<file path="config.mk">
export PLATFORM = sky130hd
export DESIGN_NAME = fetch_queue
export DESIGN_NICKNAME = d
export VERILOG_FILES = /design/src/rtl/fetch_queue.sv
export SDC_FILE = /design/constraint.sdc
export NUM_CORES = 1
export LEC_CHECK = 0
export CAP_MARGIN = 20
export CORE_MARGIN = 2
export CORE_UTILIZATION = 30
export CTS_BUF_LIST = sky130_fd_sc_hd__clkbuf_8 sky130_fd_sc_hd__clkbuf_16
export DETAILED_ROUTE_END_ITERATION = 8
export RECOVER_POWER = 100
export SLEW_MARGIN = 15
export SYNTH_ARGS = -nofsm -noshare
export SYNTH_HDL_FRONTEND = slang
export SYNTH_SLANG_ARGS = --single-unit
</file>
<file path="constraint.sdc">
create_clock -name clk -period 3.3 [get_ports clk]
set_input_delay 0.825 -clock clk [delete_from_list [all_inputs] [get_ports clk]]
set_output_delay 0.825 -clock clk [all_outputs]
set_load 0.005 [all_outputs]
</file>
<file path="src/rtl/fetch_queue.sv">
// ---------------------------------------------------------------------------
// fetch_queue
//
// Decoupling FIFO sitting between instruction fetch and decode. Every entry
// carries one fetched instruction word together with its PC and PC+4. Fetch
// pushes with a valid/ready handshake and decode pops with a valid/ready
// handshake. A flush (branch/jump redirect) empties the queue in a single
// cycle so that wrong-path instructions never reach decode.
//
// Parameters:
//   DBITS  width of PC and instruction words
//   DEPTH  number of entries, power of two and at least 2
//
// Ports:
//   clk           clock, all state updates on the rising edge
//   reset         asynchronous, active-low reset (clears pointers and count)
//   flush         synchronous discard of every queued entry
//   in_valid      fetch offers an entry
//   in_ready      queue can take an entry (registered state only)
//   in_pc         PC of the offered instruction
//   in_pc_added   PC+4 of the offered instruction
//   in_instr      offered instruction word
//   out_valid     head entry available to decode
//   out_ready     decode consumes the head entry
//   out_pc        head entry PC (0 while out_valid is low)
//   out_pc_added  head entry PC+4 (0 while out_valid is low)
//   out_instr     head entry instruction (0 while out_valid is low)
//   count         number of occupied entries
//
// Optional feature macro:
//   FETCHQ_BYPASS_EN  when defined, an offer arriving at an empty queue is
//                     passed straight through to decode in the same cycle.
//                     If decode takes it, it is never written into storage.
//                     When undefined, push-to-visible latency is one cycle.
// ---------------------------------------------------------------------------
module fetch_queue #(
    parameter int DBITS = 32,
    parameter int DEPTH = 4
) (
    input  logic                       clk,
    input  logic                       reset,
    input  logic                       flush,

    input  logic                       in_valid,
    output logic                       in_ready,
    input  logic [DBITS-1:0]           in_pc,
    input  logic [DBITS-1:0]           in_pc_added,
    input  logic [DBITS-1:0]           in_instr,

    output logic                       out_valid,
    input  logic                       out_ready,
    output logic [DBITS-1:0]           out_pc,
    output logic [DBITS-1:0]           out_pc_added,
    output logic [DBITS-1:0]           out_instr,

    output logic [$clog2(DEPTH+1)-1:0] count
);

    localparam int PTRW = $clog2(DEPTH);
    localparam int CNTW = $clog2(DEPTH + 1);

    localparam logic [CNTW-1:0] FULL_COUNT = CNTW'(DEPTH);
    localparam logic [CNTW-1:0] CNT_ONE    = CNTW'(1);
    localparam logic [PTRW-1:0] PTR_ONE    = PTRW'(1);

    // Circular buffer storage, one array per field of the entry.
    logic [DBITS-1:0] pcMem      [DEPTH];
    logic [DBITS-1:0] pcAddedMem [DEPTH];
    logic [DBITS-1:0] instrMem   [DEPTH];

    logic [PTRW-1:0] rdPtr;
    logic [PTRW-1:0] wrPtr;

    logic queueEmpty;
    logic queueFull;
    logic doPush;
    logic doPop;
    logic bypassActive;
    logic bypassTaken;

    // Occupancy flags come from the registered count only, so in_ready never
    // depends on out_ready and a full queue refuses a push even when a pop
    // happens in the same cycle.
    always_comb begin
        queueEmpty = (count == '0);
        queueFull  = (count == FULL_COUNT);
        in_ready   = !queueFull;
    end

`ifdef FETCHQ_BYPASS_EN
    // Pass-through path: with nothing queued, the offered entry is shown to
    // decode immediately. A flush suppresses it because the offer belongs to
    // the wrong path.
    always_comb begin
        bypassActive = queueEmpty && in_valid && !flush;
        bypassTaken  = bypassActive && out_ready;
    end
`else
    // No pass-through path; every entry goes through storage.
    always_comb begin
        bypassActive = 1'b0;
        bypassTaken  = 1'b0;
    end
`endif

    // Handshake qualification. A flush drops a simultaneous push and ignores
    // a simultaneous pop. An entry consumed through the bypass is neither
    // written nor counted, so count stays at zero while streaming through an
    // empty queue.
    always_comb begin
        doPush = in_valid && in_ready && !flush && !bypassTaken;
        doPop  = !queueEmpty && out_ready && !flush;
    end

    // Decode-facing outputs. The head of storage wins whenever something is
    // queued, the bypass only shows while the queue is empty, and everything
    // is forced to zero when there is nothing to present. out_valid reflects
    // the pre-flush state during a flush cycle.
    always_comb begin
        out_valid    = 1'b0;
        out_pc       = '0;
        out_pc_added = '0;
        out_instr    = '0;
        if (!queueEmpty) begin
            out_valid    = 1'b1;
            out_pc       = pcMem[rdPtr];
            out_pc_added = pcAddedMem[rdPtr];
            out_instr    = instrMem[rdPtr];
        end else if (bypassActive) begin
            out_valid    = 1'b1;
            out_pc       = in_pc;
            out_pc_added = in_pc_added;
            out_instr    = in_instr;
        end
    end

    // Pointer and occupancy state. Flush takes priority over any handshake
    // and returns everything to the empty position; pointers wrap naturally
    // because DEPTH is a power of two.
    always_ff @(posedge clk or negedge reset) begin
        if (!reset) begin
            rdPtr <= '0;
            wrPtr <= '0;
            count <= '0;
        end else if (flush) begin
            rdPtr <= '0;
            wrPtr <= '0;
            count <= '0;
        end else begin
            if (doPush) begin
                wrPtr <= wrPtr + PTR_ONE;
            end
            if (doPop) begin
                rdPtr <= rdPtr + PTR_ONE;
            end
            case ({doPush, doPop})
                2'b10:   count <= count + CNT_ONE;
                2'b01:   count <= count - CNT_ONE;
                default: count <= count;
            endcase
        end
    end

    // Entry storage has no reset; contents are only observed through rdPtr
    // while count says they are valid.
    always_ff @(posedge clk) begin
        if (doPush) begin
            pcMem[wrPtr]      <= in_pc;
            pcAddedMem[wrPtr] <= in_pc_added;
            instrMem[wrPtr]   <= in_instr;
        end
    end

endmodule

</file>
-- Yosys cells after proc, flatten, opt, wreduce, memory -nomap -nowiden
Memories as Yosys holds them, arrays and structs flattened.
Index checks and enable logic that the tools add are counted.
W data, S select, Z words.
- reductions and logical operators: 11
- eq/ne operators: 3
- multiplexer cells: 12
- $add $sub $neg: 4
- operator list (cell ; number):
    $mux W32 ; 3
    $mux W2 ; 4
    $pmux W3 S2 ; 1
    $add A2 B1 Y2 const B ; 2
    $logic_and A1 B1 Y1 ; 4
    $reduce_bool A2 Y1 ; 2
    $add A3 B1 Y3 const B ; 1
    $eq A3 B3 Y1 const B ; 1
    $logic_not A1 Y1 ; 3
    $logic_not A3 Y1 ; 1
    $mux W1 ; 3
    $mux W3 ; 1
    $reduce_bool A3 Y1 ; 1
    $sub A3 B1 Y3 const B ; 1
    $eq A2 B1 Y1 const B ; 1
    $eq A2 B2 Y1 const B ; 1
- bits of input ports: 101
- bits in writable memories: 384
- memories: 3
- word-level logic and storage cells: 36
- flip-flop bits (word level): 7
- memory list (name ; depth ; bits a word ; rd ports ; clocked after memory_dff ; write ports ; RTL line ; source):
    instrMem ; 4 ; 32 ; 1 ; 0 ; 1 ; 69 ; logic [DBITS-1:0] instrMem [DEPTH];
    pcAddedMem ; 4 ; 32 ; 1 ; 0 ; 1 ; 68 ; logic [DBITS-1:0] pcAddedMem [DEPTH];
    pcMem ; 4 ; 32 ; 1 ; 0 ; 1 ; 67 ; logic [DBITS-1:0] pcMem [DEPTH];

-- Longest topological paths before layout
Gate-level depths: netlist of the first run.
- word-level depth: 7
- mapped depth: 7
- depth with buffers taken out: 6

-- Least setup slack after synthesis of the first run
OpenSTA, ideal clock, no wires.
- kind: input to register
- start point: input in_valid
- end point: memory instrMem[0][0] (enable)
- required time: 2.834 ns
- arrival time: 3.534 ns
- setup slack: -0.700 ns
- stages: 4
- path buffers: 1
- cells stage by stage: buf_2 inv_1 nor2_1 and3_1
- cells in the longest elaborated chain, start to end: 4
- RTL lines (element ; RTL line ; source):
    from (decl) ; 44 ; input logic in_valid,
    $logic_and A1 B1 Y1 (2 in series) ; 111 ; doPush = in_valid && in_ready && !flush && !bypassTaken;
    $mux W1 ; 167 ; if (doPush) begin
    $mux W1 (not written as such) ; 170 ; instrMem[wrPtr] <= in_instr;
    to (decl) ; 69 ;
No other way between the ends.

-- Worst setup path in the final report of the first run
- start point: register rdPtr[0]
- end point: output out_instr[17]
- cells in the longest elaborated chain, start to end: 2
- RTL lines (element ; RTL line ; source):
    from (decl) ; 71 ; logic [PTRW-1:0] rdPtr;
    from (signal assigned) ; 154 ; rdPtr <= rdPtr + PTR_ONE;
    $mem_v2 Z4 W32 ; -- ;
    $mux W32 ; 124 ; if (!queueEmpty) begin
    to (decl) ; 54 ; output logic [DBITS-1:0] out_instr,
No other way between the ends.

==> qor.csv, run 1 <==
metric;value;unit
rows;82;
comb_power_share;22.8;%
switchingPower;3.14;mW
synthTopCellsByArea;edfxtp_1 77%, mux4_2 14%, and2_1 4.0%;
syn_area;15100;sq um
reg2reg_slack;0.36;ns
die_area;52000;sq um
min_path_type;register to register;
start_util;30.2;%
pwr_density_cell;658;nW/um^2
dr.pass1.iters;4;
ys_top_cells_by_count;384 x edfxtp_1, 96 x and2_1, 96 x mux4_2, 17 x buf_2, 12 x clkbuf_1;
total_power;12.9;mW
drc_errors;0;
crit_slowest_cell;mux4_2;
worstMarginPinSlew;1.42;ns
setup_violations;0;
clk_latency;0.56;ns
max-vdd-ir-drop;0.317;mV
cp_slowest_stage_delay;0.53;ns
die_w;228;microns
syn-num-nets;780;
cts_root_buf;clkbuf_16;
gp_congestion;0.688;
start_kind;register;
yosys.area.top_type;edfxtp_1;
area_delta_synth_final;30.0;%
grt_max_degree;58;
grt_usage;12.7;%
outcome;completed;
crit_chain;buf_16 > buf_6 > mux4_2 > and2_1 > clkdlybuf4s50_1;
synth_ff_type;edfxtp_1;
cp_max_fo;10;
dpl.hpwl;18100;microns
clock-sinks;391;
synth.most_common_cell;edfxtp_1;
placed_area;18100;sq um
cts-buffers-inserted;43;
holdWs;0.603;ns
clkTransAtPathRegs;0.06;ns
crit_path_end_kind;output pin;
fillCellCount;4549;
antenna_found_initial;5;
ys_ff_latch;391;
fin_crit_sh;99.1;%
synth_top_area_share;76.6;%
drtAntennaViolNets;0;
grt-ovfl-total;0;
detail_route.iter0.violations;370;
synthArstFlopShare;1.79;%
die_h;228;microns
grt_pass1_vias;7877;
intPower;9.74;mW
yosys_warnings;0;
finalHoldViolations;0;
r2r_start;count[1];
p_sw_share;24.4;%
period_needed;3.27;ns
rsz0062_at_grt;true;
skew;0.0207;ns
critPathArrivalTime;2.44;ns
critPathBufInv;3;
drv_cap;0;
avgSynthCellArea;22.3;sq um
clock_path_buffers;3;
crit_required;2.47;ns
h-tree-depth;2;
vias;7400;
placed_cells;1531;
dp_slack;0.382;ns
synth_cell_types;39;
hp-start;wrPtr[1];
pin_count;202;
finalNonFillerCells;1634;
crit_family;buffers and inverters;
slew_violations;0;
fin_ws;0.0302;ns
hold_end;wrPtr[1];
synth_edf_count;384;
clkPwrFrac;32.9;%
seq_power_share;44.2;%
max_freq;0.306;GHz
critical_path_class;register to output pin;
drive_gt1_share;21.6;%
tritoncts;yes;
grt_pass1_wl;49200;microns
post_drt_wl_per_cell;20.3;microns
avgViaCountPerCell;4.53;
fin_area;19600;sq um
synth_cells;674;
ctsHoldBuffers;0;
nets;1041;
p_leak;6.77;nW
finalWirelength;33200;microns
slew_headroom;5.30;%
reg2regPathDepth;5;
fp.coreArea;49900;sq um
io_buffers;201;
yosysSeqAreaShare;77.7;%
min_path_cells;2;
r2r_end;instrMem[2][15];
sequential cells by signal, summed over array words and instances (netlist names):
signal / flops
count: 3
pcMem: 128
rdPtr: 2
instrMem: 128
wrPtr: 2
pcAddedMem: 128
cell families after synthesis:
family	count (synthesis)	synth area share, %
mux	97	14.4
fa+ha+maj	5	0.465
flops	391	77.7
simple gates	117	4.71
xor+xnor	3	0.175
buf+inv	44	1.67
compound gates	17	0.806
worst max-delay path by stage:
| stage | end | startpoint | cells past startpoint | slack, ns |
|---|---|---|---|---|
| floorplan | instrMem[0][0] | in_valid | 4 | 0.38 |
| global placement | out_pc[13] | rdPtr[0] | 5 | 0.39 |
| detailed placement | out_pc_added[29] | rdPtr[0] | 5 | 0.38 |
| CTS | out_pc_added[14] | rdPtr[0] | 5 | -0.09 |
| global route | out_instr[17] | rdPtr[0] | 5 | -0.07 |
| finish | out_instr[17] | rdPtr[0] | 5 | 0.03 |
stage by stage:
| stage | util (%) | setup TNS (ns) |
|---|---|---|
| after floorplan | - | 0 |
| after global placement | 36.2 | 0 |
| after detailed placement | 36.2 | 0 |
| after CTS | 39.2 | -0.513 |
| after global routing | 39.3 | -0.687 |
| final | 39.3 | 0 |
final cells by class:
type | count | area (sq um) | share of cell area [%]
clock inverters | 27 | 158 | 0.805
multi-input cells | 239 | 3110 | 15.9
inverters | 5 | 18.8 | 0.0958
diodes | 2 | 5.00 | 0.0256
flip-flops and latches | 391 | 11700 | 59.8
repair buffers | 255 | 2660 | 13.6
clock buffers | 43 | 1080 | 5.49
well taps | 672 | 841 | 4.29
power groups by stage:
stage | Clock [mW] | Sequential [mW] | Combinational [mW]
2_1_floorplan | 0 | 5.78 | 1.44
6_report | 4.24 | 5.70 | 2.94
3_3_place_gp | 0 | 5.79 | 2.85
5_1_grt | 4.59 | 5.71 | 3.19
4_1_cts | 4.40 | 5.70 | 3.02
3_5_place_dp | 0 | 5.80 | 2.86
routing by layer:
metal	up-vias	track usage, %	routed length (microns)
met5	-	0	23
met4	4	3.35	616
met3	49	3.15	1600
met2	179	20.8	16200
met1	3890	16.8	14800
li1	3278	-	-
what timing repair did:
item,CTS,global route
hold endpoints to repair,0,0
buffers inserted,9,13
pin swaps,0,1
gates cloned,8,1
resized for setup,105,16
endpoints found under the setup margin,96,12
layout by cell type (no fill, tap or decap), types with 2 or more instances in the layout:
cell	count
o21ai_0	2
and3_1	4
dlygate4sd3_1	99
clkbuf_4	3
clkbuf_2	5
diode_2	2
a21oi_1	4
ha_1	4
buf_4	21
buf_6	2
nor2_1	5
dfrtp_1	5
mux4_2	96
inv_6	3
dfrtp_4	2
dlymetal6s2s_1	12
inv_1	13
dlygate4sd2_1	81
nand2b_1	2
clkinv_1	9
clkbuf_16	44
nand3_1	3
xor2_1	2
clkinv_2	4
clkinv_4	2
and2_4	3
and2_1	92
buf_12	4
nand2_1	3
clkbuf_1	4
buf_16	13
clkdlybuf4s50_1	9
edfxtp_1	384
worst min-delay path, delay by kind of cell (launching register included):
kind | cells | cell delay, ns
AO/OA/AOI/OAI | 2 | 0.15
flip-flops | 1 | 0.41
(Power assumes the default switching activity.)
==> run 2, diff against run 1 <==
TNS_END_PERCENT = 50   (was not set)
==> qor.csv, run 2 (same netlist as run 1, synthesis figures left out) <==
metric;value;unit;change
setup_violations;0;;unchanged
grt_max_degree;58;;unchanged
max_freq;0.310;GHz;+1.3%
cts_root_buf;clkbuf_16;;
dp_slack;0.382;ns;unchanged
grt_usage;12.4;%;-0.28 points
fp.coreArea;49900;sq um;unchanged
grt_pass1_vias;7833;;-0.56%
crit_family;buffers and inverters;;
die_h;228;microns;unchanged
min_path_type;register to register;;
grt_pass1_wl;48400;microns;-1.6%
start_kind;register;;
crit_top_cell;buf_12;;
cp_slowest_stage_delay;0.56;ns;+0.03 ns
area_delta_synth_final;28.7;%;
avgViaCountPerCell;4.51;;-0.50%
total_power;12.7;mW;-1.2%
start_util;30.2;%;unchanged
period_needed;3.23;ns;-0.0405 ns
skew;0.0202;ns;-0.000551 ns
drc_errors;0;;unchanged
detail_route.iter0.violations;403;;+8.9%
finalWirelength;32100;microns;-3.5%
final_cell_mix;384 x edfxtp_1, 99 x dlygate4sd3_1, 96 x mux4_2, 87 x and2_1, 82 x dlygate4sd2_1;;
clk_latency;0.56;ns;about the same
cts-buffers-inserted;43;;unchanged
drv_cap;0;;unchanged
critPathArrivalTime;2.40;ns;-0.04 ns
holdWs;0.599;ns;-0.00409 ns
rows;82;;unchanged
clock_path_buffers;3;;unchanged
io_buffers;201;;unchanged
die_w;228;microns;unchanged
vias;7291;;-1.5%
pin_count;202;;unchanged
post_drt_wl_per_cell;19.8;microns;-2.5%
dr.pass1.iters;4;;unchanged
reg_top3;instrMem (128), pcAddedMem (128), pcMem (128);;
crit_chain;buf_12 > buf_12 > buf_16 > mux4_2 > and2_4 > dlygate4sd2_1;;
worstMarginPinSlew;1.40;ns;-0.0241 ns
critPathBufInv;4;;+1
crit_slowest_cell;mux4_2;;
grt-ovfl-total;0;;unchanged
die_area;52000;sq um;unchanged
final_util;38.9;%;-0.40 points
fin_ws;0.0707;ns;+0.0405 ns
cp_max_fo;11;;+1
nets;1026;;-1.4%
slew_headroom;6.90;%;+1.6 points
setup_tns;0;ns;unchanged
clock-sinks;391;;unchanged
ctsHoldBuffers;0;;unchanged
gp_congestion;0.688;;unchanged
drive_gt1_share;21.0;%;-0.61 points
fin_crit_sh;97.9;%;-1.2 points
finalHoldViolations;0;;unchanged
crit_required;2.47;ns;about the same
max-vdd-ir-drop;0.317;mV;about the same
dpl.hpwl;18100;microns;unchanged
outcome;completed;;
slew_violations;0;;unchanged
critical_path_class;register to output pin;;
fillCellCount;4547;;-0.044%
crit_path_end_kind;output pin;;
rsz0062_at_grt;true;;
antenna_found_initial;5;;unchanged
clkTransAtPathRegs;0.06;ns;about the same
final_common_cell;edfxtp_1;;
p_leak;6.61;nW;-2.4%
drtAntennaViolNets;0;;unchanged
h-tree-depth;2;;unchanged
tritoncts;yes;;
pwr_density_cell;657;nW/um^2;-0.21%
run 2: changes by cell type in the layout (fill, tap and decap cells not counted), sizes merged:
cell / change
dlygate4sd2: +1
dlymetal6s2s: -5
clkbuf: -2
buf: -13
clkdlybuf4s15: +4
diode: -1
run 2: worst reg2reg max path, cell delays in order (launching register included):
cell      delay (ns)
dfrtp_1         0.33
clkbuf_1        0.43
nor3b_1         0.15
inv_1           0.19
and3_1          0.29
clkbuf_2        1.01
run 2: timing repair:
| item | CTS | global route |
|---|---|---|
| resized for setup | 105 | 22 |
| pin swaps | 0 | 1 |
| endpoints found under the hold margin | 0 | 0 |
| cloned | 4 | 0 |
| setup endpoints to repair | 96 | 8 |
| setup buffers | 5 | 7 |
run 2: layout make-up:
class	count	area (sq um)	share of cell area, %
multi-input cells	239	3120	16.1
repair buffers	240	2450	12.7
well taps	672	841	4.34
flip-flops and latches	391	11700	60.4
inverters	5	18.8	0.0968
clock inverters	27	158	0.813
diodes	1	2.50	0.0129
clock buffers	43	1080	5.55
run 2: stage by stage:
step | cell area [sq um] | std cells
5_1_grt | 19400 | 1618
3_3_place_gp | 18100 | 1531
2_1_floorplan | 15100 | 674
3_5_place_dp | 18100 | 1531
6_report | 19400 | 1618
4_1_cts | 19400 | 1610
run 2: path summary, 6_finish.rpt:
check,startpoint,endpoint,slack [ns],cells past startpoint
setup / recovery,rdPtr[0],out_pc[19],0.07,6
hold / removal,wrPtr[1],wrPtr[1],0.60,2
setup reg to reg,count[1],instrMem[2][21],0.45,5
hold reg to reg,wrPtr[1],wrPtr[1],0.60,2
max in group asynchronous,reset,rdPtr[1],2.35,1
min in group asynchronous,reset,wrPtr[0],0.64,1
run 2: routing by layer:
layer	vias to the layer above	part of all wire, %	global-route usage, %	wire [microns]
met4	4	2.0	3.35	638
met1	3812	45	16.3	14300
li1	3240	-	-	-
met3	51	4.9	3.15	1560
met5	-	0.072	0	23
met2	184	48	20.3	15500
run 2: where the power goes:
part	total [mW]	leakage, nW	internal, mW	switching, mW
sequential	5.70	3.58	5.65	0.0508
clock	4.24	0.638	2.43	1.81
combinational	2.79	2.39	1.58	1.22
total	12.7	6.61	9.65	3.08
==> run 3, diff against run 2 <==
ABC_AREA = 0   (was not set)
SLEW_MARGIN = not set   (was 15)
==> results of run 3 <==
Same layout as run 2: the final DEF is identical, and so are final timing and power.
